--- src/rtl/shading_pkg.sv ---
// Shared types and helpers for the shading pixel writer.
// Latency: n/a (package only).
// Backpressure: n/a (package only).
package shading_pkg;

    localparam logic signed [31:0] FIP_ONE = 32'sh0001_0000;

    typedef enum logic [1:0] {
        IDLE = 2'd0,
        RUN  = 2'd1,
        DONE = 2'd2
    } state_t;

    // Q16.16 light to 8-bit channel: negatives floor to 0, >= 1.0 saturates.
    function automatic logic [7:0] clamp_ch(input logic signed [31:0] v);
        logic [7:0] res;
        if (v[31])
            res = 8'h00;
        else if (v >= FIP_ONE)
            res = 8'hFF;
        else
            res = v[15:8];
        return res;
    endfunction

endpackage

--- src/rtl/sync_fifo.sv ---
// Single-clock ring-buffer FIFO with occupancy count.
// Latency: pushed word visible at dout the cycle after the push.
// Backpressure: push ignored when full unless a pop happens in the same cycle.
module sync_fifo #(
    parameter int WIDTH = 24,
    parameter int DEPTH = 4
) (
    input  logic                         clk,
    input  logic                         rst_n,
    input  logic                         push,
    input  logic [WIDTH-1:0]             din,
    input  logic                         pop,
    output logic [WIDTH-1:0]             dout,
    output logic                         full,
    output logic                         empty,
    output logic [$clog2(DEPTH+1)-1:0]   count
);
    localparam int AW = $clog2(DEPTH);
    localparam int CW = $clog2(DEPTH+1);

    logic [WIDTH-1:0] mem [DEPTH];
    logic [AW-1:0]    wptr;
    logic [AW-1:0]    rptr;
    logic             do_push;
    logic             do_pop;

    assign full    = (count == CW'(DEPTH));
    assign empty   = (count == '0);
    assign do_pop  = pop && !empty;
    assign do_push = push && (!full || do_pop);
    assign dout    = mem[rptr];

    always_ff @(posedge clk) begin
        if (do_push)
            mem[wptr] <= din;
    end

    always_ff @(posedge clk or negedge rst_n) begin
        if (!rst_n) begin
            wptr  <= '0;
            rptr  <= '0;
            count <= '0;
        end else begin
            if (do_push)
                wptr <= wptr + AW'(1);
            if (do_pop)
                rptr <= rptr + AW'(1);
            case ({do_push, do_pop})
                2'b10:   count <= count + CW'(1);
                2'b01:   count <= count - CW'(1);
                default: count <= count;
            endcase
        end
    end

endmodule

--- src/rtl/shading_pixel_writer.sv ---
// Clamps shaded Q16.16 RGB pixels to 0x00RRGGBB and writes a frame to linear memory.
// Latency: one cycle from pixel acceptance to the earliest write request.
// Backpressure: o_ready drops when the pixel buffer is full; writes hold until i_wr_ready.
module shading_pixel_writer
    import shading_pkg::*;
#(
    parameter int          FB_WIDTH   = 640,
    parameter int          FB_HEIGHT  = 480,
    parameter logic [31:0] BASE_ADDR  = 32'h0000_0000,
    parameter int          FIFO_DEPTH = 4
) (
    input  logic             i_clk,
    input  logic             i_rstn,
    input  logic             i_start,
    input  logic             i_valid,
    input  logic [2:0][31:0] i_light,
    output logic             o_ready,
    output logic             o_wr_valid,
    output logic [31:0]      o_wr_addr,
    output logic [31:0]      o_wr_data,
    input  logic             i_wr_ready,
    output logic             o_busy,
    output logic             o_frame_done
);
    localparam int TOTAL = FB_WIDTH * FB_HEIGHT;
    localparam int CW    = $clog2(TOTAL + 1);
    localparam int FCW   = $clog2(FIFO_DEPTH + 1);

    state_t          state;
    state_t          state_nxt;
    logic [CW-1:0]   pix_cnt;
    logic [CW-1:0]   wr_idx;
    logic [23:0]     pixel;
    logic [23:0]     fifo_dout;
    logic            fifo_full;
    logic            fifo_empty;
    logic [FCW-1:0]  fifo_cnt;
    logic            accept;
    logic            wr_fire;
    logic            last_wr;
    logic            start_evt;
    logic            unused_fifo_cnt;

    assign pixel     = {clamp_ch(i_light[0]), clamp_ch(i_light[1]), clamp_ch(i_light[2])};
    assign accept    = i_valid && o_ready;
    assign wr_fire   = o_wr_valid && i_wr_ready;
    assign last_wr   = wr_fire && (wr_idx == CW'(TOTAL - 1));
    assign start_evt = (state == IDLE) && i_start;
    assign unused_fifo_cnt = &{1'b0, fifo_cnt};

    sync_fifo #(
        .WIDTH (24),
        .DEPTH (FIFO_DEPTH)
    ) u_fifo (
        .clk   (i_clk),
        .rst_n (i_rstn),
        .push  (accept),
        .din   (pixel),
        .pop   (wr_fire),
        .dout  (fifo_dout),
        .full  (fifo_full),
        .empty (fifo_empty),
        .count (fifo_cnt)
    );

    always_ff @(posedge i_clk or negedge i_rstn) begin
        if (!i_rstn)
            state <= IDLE;
        else
            state <= state_nxt;
    end

    always_comb begin
        state_nxt = state;
        case (state)
            IDLE:    if (i_start) state_nxt = RUN;
            RUN:     if (last_wr) state_nxt = DONE;
            DONE:    state_nxt = IDLE;
            default: state_nxt = IDLE;
        endcase
    end

    always_comb begin
        o_busy       = (state != IDLE);
        o_frame_done = (state == DONE);
        o_ready      = (state == RUN) && !fifo_full && (pix_cnt < CW'(TOTAL));
    end

    always_ff @(posedge i_clk or negedge i_rstn) begin
        if (!i_rstn) begin
            pix_cnt <= '0;
            wr_idx  <= '0;
        end else if (start_evt) begin
            pix_cnt <= '0;
            wr_idx  <= '0;
        end else begin
            if (accept)
                pix_cnt <= pix_cnt + CW'(1);
            if (wr_fire)
                wr_idx <= wr_idx + CW'(1);
        end
    end

    // The FIFO head and write index only move on acceptance, so the request holds while stalled.
    assign o_wr_valid = !fifo_empty;
    assign o_wr_addr  = BASE_ADDR + (32'(wr_idx) << 2);
    assign o_wr_data  = fifo_empty ? 32'h0 : {8'h00, fifo_dout};

endmodule

--- config.mk ---
export PLATFORM = sky130hd
export DESIGN_NAME = shading_pixel_writer
export DESIGN_NICKNAME = d
export VERILOG_FILES = /design/src/rtl/shading_pkg.sv /design/src/rtl/sync_fifo.sv /design/src/rtl/shading_pixel_writer.sv
export SDC_FILE = /design/constraint.sdc
export NUM_CORES = 1
export LEC_CHECK = 0
export ABC_AREA = 1
export BUFFER_PORTS_ARGS = -buffer_cell sky130_fd_sc_hd__buf_2
export CAP_MARGIN = 40
export CORE_MARGIN = 2
export CORE_UTILIZATION = 49
export DETAILED_ROUTE_END_ITERATION = 12
export GPL_ROUTABILITY_DRIVEN = 0
export HOLD_SLACK_MARGIN = 0.02
export PLACE_DENSITY_LB_ADDON = 0.15
export RECOVER_POWER = 50
export SLEW_MARGIN = 0
export SYNTH_ARGS = -nofsm -noshare
export SYNTH_HDL_FRONTEND = slang
export SYNTH_SLANG_ARGS = --single-unit
--- constraint.sdc ---
create_clock -name i_clk -period 2.3 [get_ports i_clk]
set_input_delay 0.23 -clock i_clk [delete_from_list [all_inputs] [get_ports i_clk]]
set_output_delay 0.23 -clock i_clk [all_outputs]
set_load 0.03 [all_outputs]
Word-level counts from Yosys, hierarchy flattened
Memory sizes are Yosys's and may differ from the RTL's. Cells that the tools add are included.

Register bits after elaboration: 47. RAM bits: 96. Input port bits: 101. Output and inout port bits: 68. Word-level logic and storage cells: 60. Memories kept: 1.

Memory list: u_fifo.mem (depth 4, width 24, read ports 1, clocked after Yosys merged registers in 0, wr ports 1, RTL line sync_fifo.sv:21) `logic [WIDTH-1:0] mem [DEPTH];`.

$add $sub $neg: 6. $lt $le $gt $ge: 4. Equality and inequality tests: 8. Multiplexer cells: 17. Reductions and logical operators: 18.

Operators with widths (count): $ge A32 B18 Y1 const B (3); $mux W19 (4); $mux W8 (6); $add A19 B1 Y19 const B (2); $mux W24 (1); $eq A19 B19 Y1 const B (1); $lt A19 B19 Y1 const B (1); $logic_and A1 B1 Y1 (8); $reduce_bool A2 Y1 (4); $pmux W3 S2 (1); $add A2 B1 Y2 const B (2); $eq A2 B1 Y1 const B (2); $eq A2 B2 Y1 const B (2); $mux W2 (2); $ne A2 B2 Y1 const B (2); $pmux W2 S2 (1); $add A3 B1 Y3 const B (1); $eq A3 B3 Y1 const B (1); $logic_not A3 Y1 (1); $sub A3 B1 Y3 const B (1); $logic_not A1 Y1 (2); $logic_not A2 Y1 (1); $mux W1 (2); $reduce_and A2 Y1 (1); $logic_or A1 B1 Y1 (1).

Depth between registers and ports, before layout
Gate-level depths: netlist of run 1.

Depth after elaboration: 8. Mapped depth: 12. Depth with buffers taken out: 12.

By module
A second synthesis of run 1 with hierarchy kept.

Cells, all modules: 814. Area, all modules: 7194.4 um^2.

By module, submodules not included: sync_fifo (instances 1, cells an instance 320, area an instance 4106.4 um^2, sequential area each 3057.9 um^2); shading_pixel_writer (instances 1, cells an instance 494, area an instance 3088.0 um^2, sequential area each 1001.0 um^2).

Least setup slack after synthesis of run 1
No wires, ideal clock.

Path kind: reg-to-reg. From: register pix_cnt[16]. To: memory u_fifo.mem[0][0], enable pin. Arrival: 2.101 ns. Data required time: 1.895 ns. Path slack: -0.206 ns. Cell stages (with the launch flop): 6. Buffers on the path: 0. Clock period less this slack: 2.506 ns. Cell sequence: dfrtp_1 o21ai_1 nand3_2 nor2_4 nand2_4 nor2_1.

Longest elaborated chain between the ends: 6.

RTL lines: start: declaration (RTL line shading_pixel_writer.sv:31) `logic [CW-1:0] pix_cnt;`; start signal: assignment (RTL line shading_pixel_writer.sv:98) `pix_cnt <= pix_cnt + CW'(1);`; $lt A19 B19 Y1 (RTL line shading_pixel_writer.sv:86) `o_ready = (state == RUN) && !fifo_full && (pix_cnt < CW'(TOTAL));`; $logic_and A1 B1 Y1 (RTL line shading_pixel_writer.sv:86); via o_ready (RTL line shading_pixel_writer.sv:17) `output logic o_ready,`; $logic_and A1 B1 Y1 (RTL line shading_pixel_writer.sv:45) `assign accept = i_valid && o_ready;`; $logic_and A1 B1 Y1 (RTL line sync_fifo.sv:30) `assign do_push = push && (!full || do_pop);`; $mux W1 (RTL line sync_fifo.sv:34) `if (do_push)`; $mux W1 (not written as such) (RTL line sync_fifo.sv:35) `mem[wptr] <= din;`; end: declaration (RTL line sync_fifo.sv:21).

The timed path passes the listed nets, and every way through them passes these cells.

Worst setup path in the final report of run 1
From: register u_fifo.count[0]. To: register u_fifo.count[2].

Longest elaborated chain between the ends: 8. Elaborated cells on any way between the ends: 17. Those cells by class: 2 x add/sub; 3 x eq/ne; 1 x mux; 11 x reduce/logical.

RTL lines: start: declaration (RTL line sync_fifo.sv:16) `output logic [$clog2(DEPTH+1)-1:0] count`; start signal: assignment (RTL line sync_fifo.sv:49) `2'b10: count <= count + CW'(1);`; start signal: assignment (RTL line sync_fifo.sv:50) `2'b01: count <= count - CW'(1);`; start signal: assignment (RTL line sync_fifo.sv:51) `default: count <= count;`; $logic_not A3 Y1 * (RTL line sync_fifo.sv:28) `assign empty = (count == '0);`; $logic_not A1 Y1 * (RTL line sync_fifo.sv:29, shading_pixel_writer.sv:105); $logic_and A1 B1 Y1 (RTL line shading_pixel_writer.sv:46) `assign wr_fire = o_wr_valid && i_wr_ready;`; $logic_and A1 B1 Y1 * (RTL line sync_fifo.sv:29) `assign do_pop = pop && !empty;`; via u_fifo.do_pop (RTL line sync_fifo.sv:25) `logic do_pop;`; $logic_or A1 B1 Y1 (RTL line sync_fifo.sv:30); $logic_and A1 B1 Y1 (RTL line sync_fifo.sv:30); $eq A2 B1 Y1 or $eq A2 B2 Y1 (tied branches) (RTL line sync_fifo.sv:48) `case ({do_push, do_pop})`; $pmux W3 S2 or $reduce_bool A2 Y1 (tied branches).

The timed path passes the listed nets; every way through them passes the cells marked *. A chain may end at the register's enable or synchronous reset.

==> results of run 1 <==
-- sequential cells by signal (all words and copies together) (netlist names) --
register and count:
state 2, pix_cnt 19, u_fifo.mem 96, u_fifo.count 3, u_fifo.wptr 2, u_fifo.rptr 2
wr_idx 19
-- where the power goes --
group          leakage [uW]  switching (uW)  total [uW]  internal [uW]
sequential          0.00151             269        3550           3280
clock              0.000305            1060        2980           1920
combinational       0.00185            2750        3860           1100
total               0.00366            4080       10400           6300
-- cells in the mapped netlist (13+ instances only) --
| cell | n |
|---|---|
| nor2_1 | 183 |
| nand2_1 | 115 |
| edfxtp_1 | 96 |
| inv_1 | 65 |
| o21ai_0 | 64 |
| a21oi_1 | 57 |
| dfrtp_1 | 47 |
| nand3_1 | 23 |
| buf_4 | 22 |
| nand4_1 | 20 |
| clkbuf_1 | 16 |
| xor2_1 | 15 |
| nand2_2 | 13 |
-- stage by stage --
step / worst slack, ns / hold WS [ns]
CTS: 0.148 / 0.123
finish: 0.174 / 0.132
floorplan: -0.206 / -0.0656
detailed placement: 0.205 / 0.377
global route: 0.0179 / 0.135
global placement: 0.205 / 0.377
-- what timing repair did --
action / in CTS / in global routing
gates resized for setup: 0 / 1
endpoints found under the hold margin: 47 / 0
hold buffers: 1 / 0
setup endpoints to repair: 0 / 1
-- tightest hold or removal path, stage by stage --
cell and delay, ns:
buf_2 0.13, nand4_1 0.10, a21oi_1 0.06
-- cell type report --
| class | count | area [um^2] |
|---|---|---|
| repair buffers | 143 | 737 |
| well taps | 184 | 230 |
| clock buffers | 17 | 425 |
| inverters | 70 | 268 |
| flip-flops and latches | 143 | 4060 |
| clock inverters | 15 | 216 |
| multi-input cells | 550 | 2600 |
| fillers | 1301 | 5830 |
-- final timing paths --
check,end,slack [ns],depth (start not counted)
min reg2reg,state[1],0.48,1
max reg2reg,u_fifo.count[2],0.17,10
max in group asynchronous,u_fifo.rptr[0],0.79,3
min in group asynchronous,pix_cnt[10],0.68,3
min,pix_cnt[18],0.13,3
max,u_fifo.count[2],0.17,10
-- metal layers --
metal	global-route usage, %	vias up	part of all wire (%)
met3	4.85	12	4.0
met5	0	-	0
met1	26.6	2543	46
met4	6.08	0	0.91
met2	34.8	129	49
li1	-	2842	-
-- kinds of logic after synthesis --
kind of cell	Yosys count
AO/OA/AOI/OAI	131
XOR/XNOR	17
buffers and inverters	118
flip-flops	143
adder cells (fa/ha/maj)	8
AND/OR/NAND/NOR	373
other	1
==> results.md, run 1 <==
* Status: finished clean
* Max Fclk at 470 MHz
* Cell Area, Synth at 7140 um^2
* Gr ovfl total at 0
* CTS Buf Count at 17
* Number of distinct library cells after synthesis at 34
* Ant diodes at 0
* Setup TNS at 0 ns
* Post-route insts no fill at 1122
* Drt total wl at 15700 um
* Crit-path max cell delay at 0.38 ns
* Number of synthesized flops with an enable pin at 96
* Routed WL per cell at 14.0 um
* Residual DRC count at 0
* Flip-flop and latch count after synthesis at 143
* Element type at the critical path end: register
* Static Leak at 0.00366 uW
* Syn Inst Count at 791
* Core Rows at 44
* Slowest-stage cell, CP: fa_1
* VDD IR-drop max at 0.000572 V
* Routed vias at 5526
* First-pass GRT wire length at 25800 um
* Clock root buffer: clkbuf_16
* Chip Height at 125 um
* Core area at 14400 um^2
* Io pins at 169
* Worst skew pair latency at 0.42 ns
* Compound-Gate Fraction of Synth Area at 9.49%
* Synth area leader: edfxtp_1
* Most used cell, CP: inv_1
* Ys Warns at 0
* Die area at 15600 um^2
* Postcts setup bufs at 0
* CP Launch Point: u_fifo.count[0]
* Pins Over Slew Limit at 0
* Initial antenna violation count at 0
* Max cap viols at 0
* Max_slew headroom at 19.0%
* CP required at 2.60 ns
* Via-to-Cell Ratio at 4.93
* Die width at 125 um
* Post-route antenna net violation count at 0
* Drt pass-1 iters at 4
* Final Cycle Share at 92.5%
* Synth top area cells: edfxtp_1 40%, dfrtp_1 16%, nor2_1 9.6%, nand2_1 6.0%, o21ai_0 4.5%
* Synth-to-layout area growth at 19.6%
* Largest family of logic cells by synthesized area: simple AND/OR/NAND/NOR gates
* Setup CP Type: register to register
* Post-Synth Simple-Gate Area at 22.2%
* CP arrival at 2.43 ns
* Area of placed instances at 7920 um^2
* Worst-path clk slew at 0.06 ns
* # port buffers at 123
* Hold_sp: i_valid
* Post-route minimum period at 2.13 ns
* Layout cells sized above 1 at 19.1%
* CP cell instances: inv_1 -> nand3_1 -> nand2_1 -> inv_1 -> ha_1 -> inv_1 -> fa_1 -> a21oi_1 -> o21ai_0 -> xor2_1
* Commonest non-fill, non-tap cell in the layout: nor2_1
* Crit path max fanout at 7
* Final core utilization at 59.4%
* Clock Skew at 0.0154 ns
* Max Buffers Root-to-Sink at 2
* CTS tree: yes
* DPL Wire Length at 10400 um
* Top_reg_cell synth: edfxtp_1
* Kind of path behind the tightest hold check: input pin to register
* XOR/XNOR Fraction of Synth Area at 2.08%
* Final Hold Vio Count at 0
* CP startpoint kind: register
* Sink Count at 143
* Slew @ Worst Pin at 1.21 ns
* Top delay family on crit path: adder cells
* Number of DRC markers in iteration 0 at 361
* Starting density of the core at 49.7%
* PwrDens at 1220 nW/um^2
* GRT Total Usage at 20.6%
* H-tree depth at 4
* Final setup fails at 0
* Area share of the largest cell type after synthesis at 40.4%
* Avg Cell Area, Syn at 9.03 um^2
* Vias in the first global route at 5351
* Worst R2R Start: u_fifo.count[0]
* Total power at 10400 uW
* Design Area, Final at 8540 um^2
* Asr flop ratio synth at 32.9%
* Layout Nets at 1034
* Largest net degree at the start of global routing at 48
* Placed cell count at 1089
* Post-synthesis adder-cell area fraction at 1.51%
* RSZ-0062 raised after global routing: false
* Register area share after synthesis at 56.8%
* Most frequent cells in the layout: 179 x nor2_1, 115 x nand2_1, 100 x buf_2
* Post-synthesis mux area share at 0%
* CP Buf/Inv Count at 3
(Power assumes the default switching activity.)
==> inputs of run 2 (changes only) <==
--- a/config.mk
+++ b/config.mk
@@ -9,7 +9,8 @@
 export BUFFER_PORTS_ARGS = -buffer_cell sky130_fd_sc_hd__buf_2
 export CAP_MARGIN = 40
 export CORE_MARGIN = 2
-export CORE_UTILIZATION = 49
+export CORE_UTILIZATION = 50
+export CTS_BUF_LIST = sky130_fd_sc_hd__clkbuf_8
 export DETAILED_ROUTE_END_ITERATION = 12
 export GPL_ROUTABILITY_DRIVEN = 0
 export HOLD_SLACK_MARGIN = 0.02
==> run 2 against run 1 <==
Compared with the run above:
- register-to-register slack got worse by 0.05 ns
- cell count decreased by 0.89%
- combinational power increased by 1%
- power decreased by 5.1%
- cell area decreased by 2.0%
- non-clock buffer count decreased by 6
- critical path depth increased by 1
- core utilization increased by 0.61 points
- first-iteration DRC count increased by 10%
- critical endpoint unchanged
- largest cell class unchanged
==> results.md, run 2 (synthesis gave the netlist of run 1 again) <==
* Starting density of the core at 51.3% (was 49.7%)
* Met3 Track Usage GR at 4.20% (was 4.85%)
* Layout Nets at 1028 (was 1034)
* Element type at the critical path end: register (unchanged)
* DPL Wire Length at 10800 um (was 10400 um)
* Layout cells sized above 1 at 18.2% (was 19.1%)
* PwrDens at 1180 nW/um^2 (was 1220 nW/um^2)
* Clock root buffer: clkbuf_8 (was clkbuf_16)
* CP startpoint kind: register (unchanged)
* Commonest non-fill, non-tap cell in the layout: nor2_1 (unchanged)
* RSZ-0062 raised after global routing: false (unchanged)
* Residual DRC count at 0 (unchanged)
* Sink Count at 143 (unchanged)
* Synth-to-layout area growth at 17.1% (was 19.6%)
* Max Buffers Root-to-Sink at 2 (unchanged)
* Post-route insts no fill at 1112 (was 1122)
* Met2 usage at 37.3% (was 34.8%)
* Core area at 13900 um^2 (was 14400 um^2)
* Postcts setup bufs at 0 (unchanged)
* Setup CP Type: register to register (unchanged)
* Most flop-heavy register: u_fifo.mem (unchanged)
* Final setup fails at 0 (unchanged)
* CP arrival at 2.50 ns (was 2.43 ns)
* Met1 Resource Use GR at 27.4% (was 26.6%)
* # fillers at 1251 (was 1301)
* Worst-path clk slew at 0.08 ns (was 0.06 ns)
* Status: finished clean (unchanged)
* FF-to-FF End: u_fifo.count[2] (unchanged)
* CP required at 2.62 ns (was 2.60 ns)
* Most frequent cells in the layout: 179 x nor2_1, 116 x nand2_1, 101 x buf_2 (was 179 x nor2_1, 115 x nand2_1, 100 x buf_2)
* Pins Over Slew Limit at 0 (unchanged)
* Worst R2R Start: pix_cnt[16] (was u_fifo.count[0])
* Hold endpoint: pix_cnt[18] (unchanged)
* H-tree depth at 4 (unchanged)
* Via-to-Cell Ratio at 5.15 (was 4.93)
* Total power at 9860 uW (was 10400 uW)
* Crit-path max cell delay at 0.45 ns (was 0.38 ns)
* CP cell instances: nor2_1 -> nand2_2 -> nor2_4 -> nor2_4 -> nand2_4 -> ha_1 -> inv_1 -> fa_1 -> a21oi_1 -> o21ai_0 -> xor2_1 (was inv_1 -> nand3_1 -> nand2_1 -> inv_1 -> ha_1 -> inv_1 -> fa_1 -> a21oi_1 -> o21ai_0 -> xor2_1)
* Largest net degree at the start of global routing at 50 (was 48)
* Slowest-stage cell, CP: dfrtp_1 (was fa_1)
* Slew @ Worst Pin at 1.11 ns (was 1.21 ns)
* Crit path max fanout at 7 (unchanged)
* Initial antenna violation count at 0 (unchanged)
* CTS Buf Count at 17 (unchanged)
* Hold_sp: i_valid (unchanged)
* GRT busiest layer: met2 (unchanged)
* Top delay family on crit path: simple AND/OR/NAND/NOR gates (was adder cells)
* Routed WL per cell at 14.4 um (was 14.0 um)
* Number of DRC markers in iteration 0 at 397 (was 361)
* VDD IR-drop max at 0.000809 V (was 0.000572 V)
* Max reg flops at 96 (unchanged)
* Drt total wl at 16000 um (was 15700 um)
* Largest registers: u_fifo.mem (96), pix_cnt (19), wr_idx (19) (unchanged)
* First-pass GRT wire length at 25500 um (was 25800 um)
* Placed cell count at 1079 (was 1089)
* Min-Delay Path Depth at 3 (unchanged)
* Vias in the first global route at 5466 (was 5351)
* Max Fclk at 459 MHz (was 470 MHz)
* # port buffers at 123 (unchanged)
* R2r setup slk at 0.12 ns (was 0.17 ns)
* Drt pass-1 iters at 5 (was 4)
* Gr ovfl total at 0 (unchanged)
* Clock Skew at 0.0117 ns (was 0.0154 ns)
* Die width at 124 um (was 125 um)
* Core Rows at 43 (was 44)
* Chip Height at 124 um (was 125 um)
* CTS tree: yes (unchanged)
* GRT Total Usage at 21.7% (was 20.6%)
* Most used cell, CP: nor2_4 (was inv_1)
* Io pins at 169 (unchanged)
* Die area at 15300 um^2 (was 15600 um^2)
* Post-route antenna net violation count at 0 (unchanged)
* Static Leak at 0.00358 uW (was 0.00366 uW)
* Max_slew headroom at 25.8% (was 19.0%)
* Worst skew pair latency at 0.44 ns (was 0.42 ns)
* Ant diodes at 0 (unchanged)
* Final Cycle Share at 94.7% (was 92.5%)
* CP Buf/Inv Count at 1 (was 3)
* Kind of path behind the tightest hold check: input pin to register (unchanged)
* Post-route minimum period at 2.18 ns (was 2.13 ns)
* Max cap viols at 0 (unchanged)
* Final Hold Vio Count at 0 (unchanged)
* Reg2Reg Depth at 11 (was 10)
* Routed vias at 5723 (was 5526)
## run 2: changes by cell type in the layout (fill, tap and decap cells not counted), sizes merged
cell	before	now
clkinv	5	6
clkinvlp	3	1
buf	118	112
bufinv	5	7
inv	72	71
## run 2: timing repair
action,4_1_cts,5_1_grt
hold buffers,1,0
resized for setup,0,4
hold endpoints to repair,17,0
setup endpoints to repair,0,15
## run 2: area by class of cell
| type | instances | area [um^2] | share of cell area, % |
|---|---|---|---|
| Inverter | 70 | 272 | 3.24 |
| Clock buffer | 17 | 234 | 2.80 |
| Clock inverter | 15 | 249 | 2.98 |
| Timing Repair Buffer | 137 | 728 | 8.70 |
| Multi-Input combinational cell | 550 | 2600 | 31.1 |
| Tap cell | 180 | 225 | 2.69 |
| Sequential cell | 143 | 4060 | 48.5 |
## run 2: worst min-delay path: cells and delay by family
family / cells / cell delay (ns)
compound gates: 1 / 0.06
buf+inv: 1 / 0.13
simple gates: 1 / 0.09
## run 2: layer usage
metal,wire [um],up-vias
met2,7840,157
met1,7100,2719
met4,238,0
li1,-,2827
met3,788,20
met5,0,-
## run 2: through the flow
stage / hold slack (ns) / instance area (um^2) / setup TNS [ns] / setup slack [ns] / util, %
3_5_place_dp: 0.212 / 7910 / 0 / 0.0898 / 56.7
6_report: 0.107 / 8370 / 0 / 0.122 / 60.1
2_1_floorplan: -0.0656 / 7220 / -19.79 / -0.206 / -
5_1_grt: 0.115 / 8370 / 0 / 0.00157 / 60.1
3_3_place_gp: 0.212 / 7880 / 0 / 0.240 / 56.5
4_1_cts: 0.0837 / 8400 / 0 / 0.0554 / 60.3
## run 2: worst max path at each step
stage	from	to	slack, ns	cells past startpoint
final	pix_cnt[16]	u_fifo.count[2]	0.12	11
after global routing	u_fifo.rptr[0]	o_wr_data[23]	0.002	6
after detailed placement	pix_cnt[16]	u_fifo.count[2]	0.09	11
after global placement	pix_cnt[16]	u_fifo.count[2]	0.24	11
after CTS	u_fifo.rptr[0]	o_wr_data[3]	0.06	6
after floorplan	pix_cnt[16]	u_fifo.mem[0][0]	-0.21	5
## run 2: report_power, final
group / internal [uW] / total, uW / leakage, uW / switching [uW]
Sequential: 3270 / 3540 / 0.00151 / 270
Combinational: 1120 / 3900 / 0.00182 / 2780
Clock: 1490 / 2420 / 0.000251 / 928
Total: 5880 / 9860 / 0.00358 / 3970
